## src/rtl/vga_driver.sv

```systemverilog
// 640x480@60 VGA timing generator: free-running line/frame counters decoded into
// sync, blanking, one-clock-early pixel requests and frame-boundary strobes.
module vga_driver #(
  parameter int H_SYNC  = 96,
  parameter int H_BACK  = 48,
  parameter int H_DISP  = 640,
  parameter int H_FRONT = 16,
  parameter int V_SYNC  = 2,
  parameter int V_BACK  = 33,
  parameter int V_DISP  = 480,
  parameter int V_FRONT = 10
) (
  input  logic        vga_clk,
  input  logic        sys_rst,
  input  logic [15:0] pixel_data,
  output logic [9:0]  pixel_xpos,
  output logic [9:0]  pixel_ypos,
  output logic        data_req,
  output logic        vga_hs,
  output logic        vga_vs,
  output logic        vga_en,
  output logic [15:0] vga_rgb,
  output logic        frame_start,
  output logic        frame_done
);

  localparam logic [9:0] H_TOTAL  = 10'(H_SYNC + H_BACK + H_DISP + H_FRONT);
  localparam logic [9:0] V_TOTAL  = 10'(V_SYNC + V_BACK + V_DISP + V_FRONT);
  localparam logic [9:0] H_SYNC_W = 10'(H_SYNC);
  localparam logic [9:0] V_SYNC_W = 10'(V_SYNC);
  localparam logic [9:0] H_START  = 10'(H_SYNC + H_BACK);
  localparam logic [9:0] H_END    = 10'(H_SYNC + H_BACK + H_DISP);
  localparam logic [9:0] V_START  = 10'(V_SYNC + V_BACK);
  localparam logic [9:0] V_END    = 10'(V_SYNC + V_BACK + V_DISP);
  // The request window leads the display window by one clock for the registered pixel stage.
  localparam logic [9:0] H_REQ_LO = H_START - 10'd1;
  localparam logic [9:0] H_REQ_HI = H_END - 10'd1;

  logic [9:0] h_cnt;
  logic [9:0] v_cnt;
  logic       h_last;
  logic       h_act;
  logic       h_req;
  logic       v_act;

  assign h_last = (h_cnt == H_TOTAL - 10'd1);

  always_ff @(posedge vga_clk or posedge sys_rst) begin
    if (sys_rst) begin
      h_cnt <= 10'd0;
      v_cnt <= 10'd0;
    end else if (h_last) begin
      h_cnt <= 10'd0;
      v_cnt <= (v_cnt == V_TOTAL - 10'd1) ? 10'd0 : v_cnt + 10'd1;
    end else begin
      h_cnt <= h_cnt + 10'd1;
    end
  end

  always_comb begin
    h_act       = (h_cnt >= H_START) && (h_cnt < H_END);
    h_req       = (h_cnt >= H_REQ_LO) && (h_cnt < H_REQ_HI);
    v_act       = (v_cnt >= V_START) && (v_cnt < V_END);
    vga_hs      = (h_cnt >= H_SYNC_W);
    vga_vs      = (v_cnt >= V_SYNC_W);
    vga_en      = h_act && v_act;
    data_req    = h_req && v_act;
    pixel_xpos  = data_req ? (h_cnt - H_REQ_LO) : 10'd0;
    pixel_ypos  = data_req ? (v_cnt - V_START) : 10'd0;
    vga_rgb     = vga_en ? pixel_data : 16'h0000;
    frame_start = (h_cnt == 10'd0) && (v_cnt == 10'd0);
    frame_done  = (h_cnt == H_END - 10'd1) && (v_cnt == V_END - 10'd1);
  end

endmodule

```

## config.mk

```make
export PLATFORM = sky130hd
export DESIGN_NAME = vga_driver
export DESIGN_NICKNAME = d
export VERILOG_FILES = /design/src/rtl/vga_driver.sv
export SDC_FILE = /design/constraint.sdc
export NUM_CORES = 1
export LEC_CHECK = 0
export ABC_AREA = 1
export BUFFER_PORTS_ARGS = -buffer_cell sky130_fd_sc_hd__buf_2
export CORE_MARGIN = 5
export CORE_UTILIZATION = 45
export CTS_CLUSTER_DIAMETER = 100
export DETAILED_ROUTE_END_ITERATION = 8
export PLACE_DENSITY = 0.71
export SLEW_MARGIN = 10
export SYNTH_ARGS = -nofsm -noshare
export SYNTH_HDL_FRONTEND = slang
export SYNTH_SLANG_ARGS = --single-unit
```

## constraint.sdc

```tcl
create_clock -name vga_clk -period 2.8 [get_ports vga_clk]
set_input_delay 0 -clock vga_clk [delete_from_list [all_inputs] [get_ports vga_clk]]
set_output_delay 0 -clock vga_clk [all_outputs]
set_load 0.005 [all_outputs]
```

## Word-level counts from Yosys, hierarchy flattened

Index checks and enable logic that the tools add are counted.

| operators by class | value |
|---|---|
| add/sub/neg operators | 4 |
| order comparisons | 8 |
| equal/unequal tests | 4 |
| muxes and demuxes | 5 |
| reductions and logical operators | 9 |

Operators by type and width:

| cell | count |
|---|---|
| $eq A10 B10 Y1 const B | 4 |
| $mux W10 | 4 |
| $lt A10 B10 Y1 const B | 3 |
| $add A10 B1 Y10 const B | 2 |
| $ge A10 B8 Y1 const B | 2 |
| $logic_not A10 Y1 | 2 |
| $mux W16 | 1 |
| $ge A10 B2 Y1 const B | 1 |
| $ge A10 B6 Y1 const B | 1 |
| $ge A10 B7 Y1 const B | 1 |
| $sub A10 B6 Y10 const B | 1 |
| $sub A10 B8 Y10 const B | 1 |
| $logic_and A1 B1 Y1 | 7 |

| word-level totals | value |
|---|---|
| bits in registers | 20 |
| input bits | 18 |
| logic and storage cells | 32 |

## Logic depth before layout (Yosys ltp)

| depth | value |
|---|---|
| word-level depth | 4 |
| depth in mapped cells | 10 |
| gate-level depth less buffers | 8 |

## Worst setup path after synthesis

No wires, ideal clock.

| timing | value |
|---|---|
| path type | register to register |
| start point | register h_cnt[0] |
| end point | register v_cnt[3] |
| library setup time | 0.126 ns |
| arrival time | 1.287 ns |
| required time | 2.674 ns |
| setup slack | 1.387 ns |
| cell stages (with the launch flop) | 8 |
| path buffers | 0 |
| clock period less this slack | 1.413 ns |
| cells stage by stage | dfrtp_1 > ha_1 > nand3_2 > inv_1 > nand4_1 > clkinv_1 > nand3_1 > o21ai_0 |

| between the ends | value |
|---|---|
| longest elaborated chain between the ends | 1 |

RTL lines:

| element | line | source |
|---|---|---|
| from (decl) | 39 | `logic [9:0] h_cnt;` |
| from (signal assigned) | 56 | `h_cnt <= h_cnt + 10'd1;` |
| $eq A10 B10 Y1 | 46 | `assign h_last = (h_cnt == H_TOTAL - 10'd1);` |
| to (signal assigned) | 54 | `v_cnt <= (v_cnt == V_TOTAL - 10'd1) ? 10'd0 : v_cnt + 10'd1;` |
| to (decl) | 40 | `logic [9:0] v_cnt;` |

Every way passes these cells.
A chain may end at the register's enable or synchronous reset.

## Worst setup path after layout

| timing | value |
|---|---|
| start point | register v_cnt[0] |
| end point | output pixel_ypos[9] |

| between the ends | value |
|---|---|
| longest elaborated chain between the ends | 4 |
| elaborated cells on any way between the ends | 6 |
| those cells by class | 1 x add/sub; 2 x order compare; 1 x mux; 2 x reduce/logical |

RTL lines:

| element | line | source |
|---|---|---|
| $ge A10 B6 Y1 / $lt A10 B10 Y1 (equally long branches) | 63 | `v_act = (v_cnt >= V_START) && (v_cnt < V_END);` |
| $logic_and A1 B1 Y1 | 63 |  |
| $logic_and A1 B1 Y1 | 67 | `data_req = h_req && v_act;` |
| $mux W10 (*) | 69 | `pixel_ypos = data_req ? (v_cnt - V_START) : 10'd0;` |
| to (decl) | 17 | `output logic [9:0] pixel_ypos,` |

Mark *: on every way between the ends. The rest lies on a longest branch, timed or not.

==> metrics.cfg <==
[power_and_ir_drop]
p_per_area_mw_per_mm2 = 230
leakagePower_nw = 1.38
intPower_w = 0.000425
p_switching_w = 0.000116
p_comb_share_pct = 4.4
p_clk_share_pct = 42.2
finalPower_w = 0.000540
netSwitchingFraction_pct = 21.4
sequentialPowerShare_pct = 53.4
ir_worst_vdd_mv = 0.197

[sta]
skew_ns = 0.00462
maxSlewHeadroom_pct = 47.4
fmax_ghz = 0.448
finalCriticalPeriod_ns = 2.23
rsz0062_at_grt = false
final.setup.tns_ns = 0
setup_violations = 0
min_period_over_period_pct = 79.7
final_max_slew_viol_count = 0
hold_viol = 0
tightest_slew_ns = 0.788

[worst_hold_path]
hold_path_class = in -> out

[status]
outcome = finished clean

[route]
drt-initial-drc-count = 117
vias_per_cell = 4.94
vias = 2002
ant_nets = 0
drc = 0
wirelength_um = 4750
dr.pass1.iters = 4
avgRoutedWirePerCell_um = 11.7

[finish]
finalNetCount = 377
n_antenna_cell = 0
drive_above_1_share_pct = 34.3
nFillCells = 450
mostFrequentLayoutCells = nand2_1 (59), buf_2 (59), inv_1 (45)
area_delta_synth_final_pct = 17.3

[die]
die-area_mm2 = 0.00590
core.rowCount = 24
die_h_um = 76.8
start_util_pct = 46.1
core_mm2 = 0.00435
io_pins = 60
die_w_um = 76.8

[clocking]
cts_buffer_depth = 2
clock_sinks = 20
cts.reportedPaths.clkPinSlew_ns = 0.08
htreeDepth = 1
cts_tree = built
cts_buffers = 3
clk_latency_ns = 0.26
cts-root-buf = clkbuf_8
cts_resized = 0

[worst_setup_path]
worstSetupEndpointType = primary output
crit_type = reg -> out
crit_buf_inv = 2
crit_arrival_ns = 2.23
critical-path-top-delay-family = simple AND/OR/NAND/NOR gates
path_cells = ha_1 -> inv_1 -> nand3_1 -> a21oi_1 -> nor2_2 -> nand2_2 -> nor2_1 -> buf_2
path_max_fanout = 21
startpoint_type = register
worstPathRequired_ns = 2.80
cp_slowest_cell = nand2_2
max_stage_delay_ns = 0.50

[grt]
grt.overflow.total = 0
grt_usage_pct = 16.8
grt_max_degree = 22
grt_pass1_vias = 1925
grt_first_pass_wirelength_um = 8510
antenna_found_initial = 0

[place]
portBuffers = 59
gp_congestion = 0.880
hpwl_um = 3770

[logic_synthesis]
ys_seq_area_share_pct = 24.9
syn_inst = 298
synth-warning-count = 0
synth-seq-cells = 20
synth_area_per_cell_um2 = 6.73
netlist_area_mm2 = 0.00201
synth.distinct_cells = 30
syn_nets = 321

[flow_run]
maxCapViolations = 0

[worst register-to-register path, cell delays in order (launching register included)]
cell      delay [ns]
dfrtp_1         0.44
ha_1            0.26
nand3_2         0.15
inv_1           0.07
nand4_1         0.14
clkinv_1        0.26
nand3_1         0.13
o21ai_0         0.08
[metal layers]
layer	part of all wire [%]	GRT usage [%]	vias to the layer above
li1	-	-	1042
met1	47	22.6	888
met2	44	27.2	70
met3	8.6	3.40	2
met4	0.84	4.55	0
met5	0	0	-
[area by class of cell]
| type | count | area (um^2) | area share, % |
|---|---|---|---|
| Timing Repair Buffer | 60 | 305 | 13.0 |
| Tap cell | 52 | 65.1 | 2.76 |
| Inverter | 52 | 195 | 8.29 |
| Multi-Input combinational cell | 217 | 1230 | 52.4 |
| Clock buffer | 4 | 55.1 | 2.34 |
| Sequential cell | 20 | 500 | 21.3 |
[stage by stage]
stage	area, um^2	setup WS, ns	util [%]	cells	hold WS [ns]
floorplan	2010	1.39	-	298	-0.0362
global placement	2290	0.878	52.6	400	0.188
detailed placement	2290	0.829	52.6	400	0.200
CTS	2350	0.531	54.1	405	0.288
global route	2350	0.360	54.1	405	0.306
finish	2350	0.569	54.1	405	0.286
[state kept, by name, summed over array words and instances, names as in the netlist]
| name | count |
|---|---|
| v_cnt | 10 |
| h_cnt | 10 |
[synthesized netlist by cell type]
cell type	instances	area share, %
a21oi_1	6	1.5
a21oi_4	1	0.81
a31oi_1	1	0.31
buf_2	3	0.75
buf_4	1	0.37
buf_6	5	2.8
clkinv_1	1	0.19
dfrtp_1	20	25
ha_1	5	3.1
inv_1	45	8.4
inv_2	6	1.1
nand2_1	59	11
nand2_2	6	1.9
nand2_4	1	0.56
nand3_1	20	5.0
nand3_2	6	3.0
nand4_1	6	1.9
nor2_1	35	6.5
nor2_2	22	6.9
nor2_4	4	2.2
nor3_1	10	2.5
nor3_2	9	4.5
nor3b_1	1	0.37
o21ai_0	6	1.5
o21ai_2	2	0.87
o22ai_1	2	0.62
o31ai_1	1	0.37
or2_2	1	0.31
xnor2_1	2	0.87
xor2_1	11	4.8
[final timing paths]
check,startpoint,end,slack [ns],cells past startpoint
worst max-delay path,v_cnt[0],pixel_ypos[9],0.57,8
worst min-delay path,pixel_data[5],vga_rgb[5],0.29,4
worst max register to register,h_cnt[0],v_cnt[3],1.15,7
worst min register to register,h_cnt[0],h_cnt[0],0.55,1
max in group asynchronous,sys_rst,v_cnt[5],1.88,3
min in group asynchronous,sys_rst,h_cnt[3],0.43,3
[repair_timing]
item,in CTS,in global routing
endpoints found under the hold margin,20,0
endpoints found under the setup margin,0,0
hold buffers,1,0
setup buffers,0,0
[kinds of logic after synthesis]
family / share of synthesized area (%)
and+or+nand+nor: 46.6
buffers and inverters: 13.7
DFF: 24.9
AOI/OAI and AO/OA: 5.99
xor gates and xnor gates: 5.67
adders and majority gates: 3.12
[power by group through the flow]
stage                     Combinational [W]  Sequential [W]  Clock, W
after floorplan                  0.00000981        0.000294         0
after global placement            0.0000227        0.000294         0
after detailed placement          0.0000232        0.000294         0
after CTS                         0.0000245        0.000289  0.000235
after global routing              0.0000279        0.000289  0.000246
final                             0.0000236        0.000289  0.000228
Note: power is estimated with default switching activity, not from simulation.
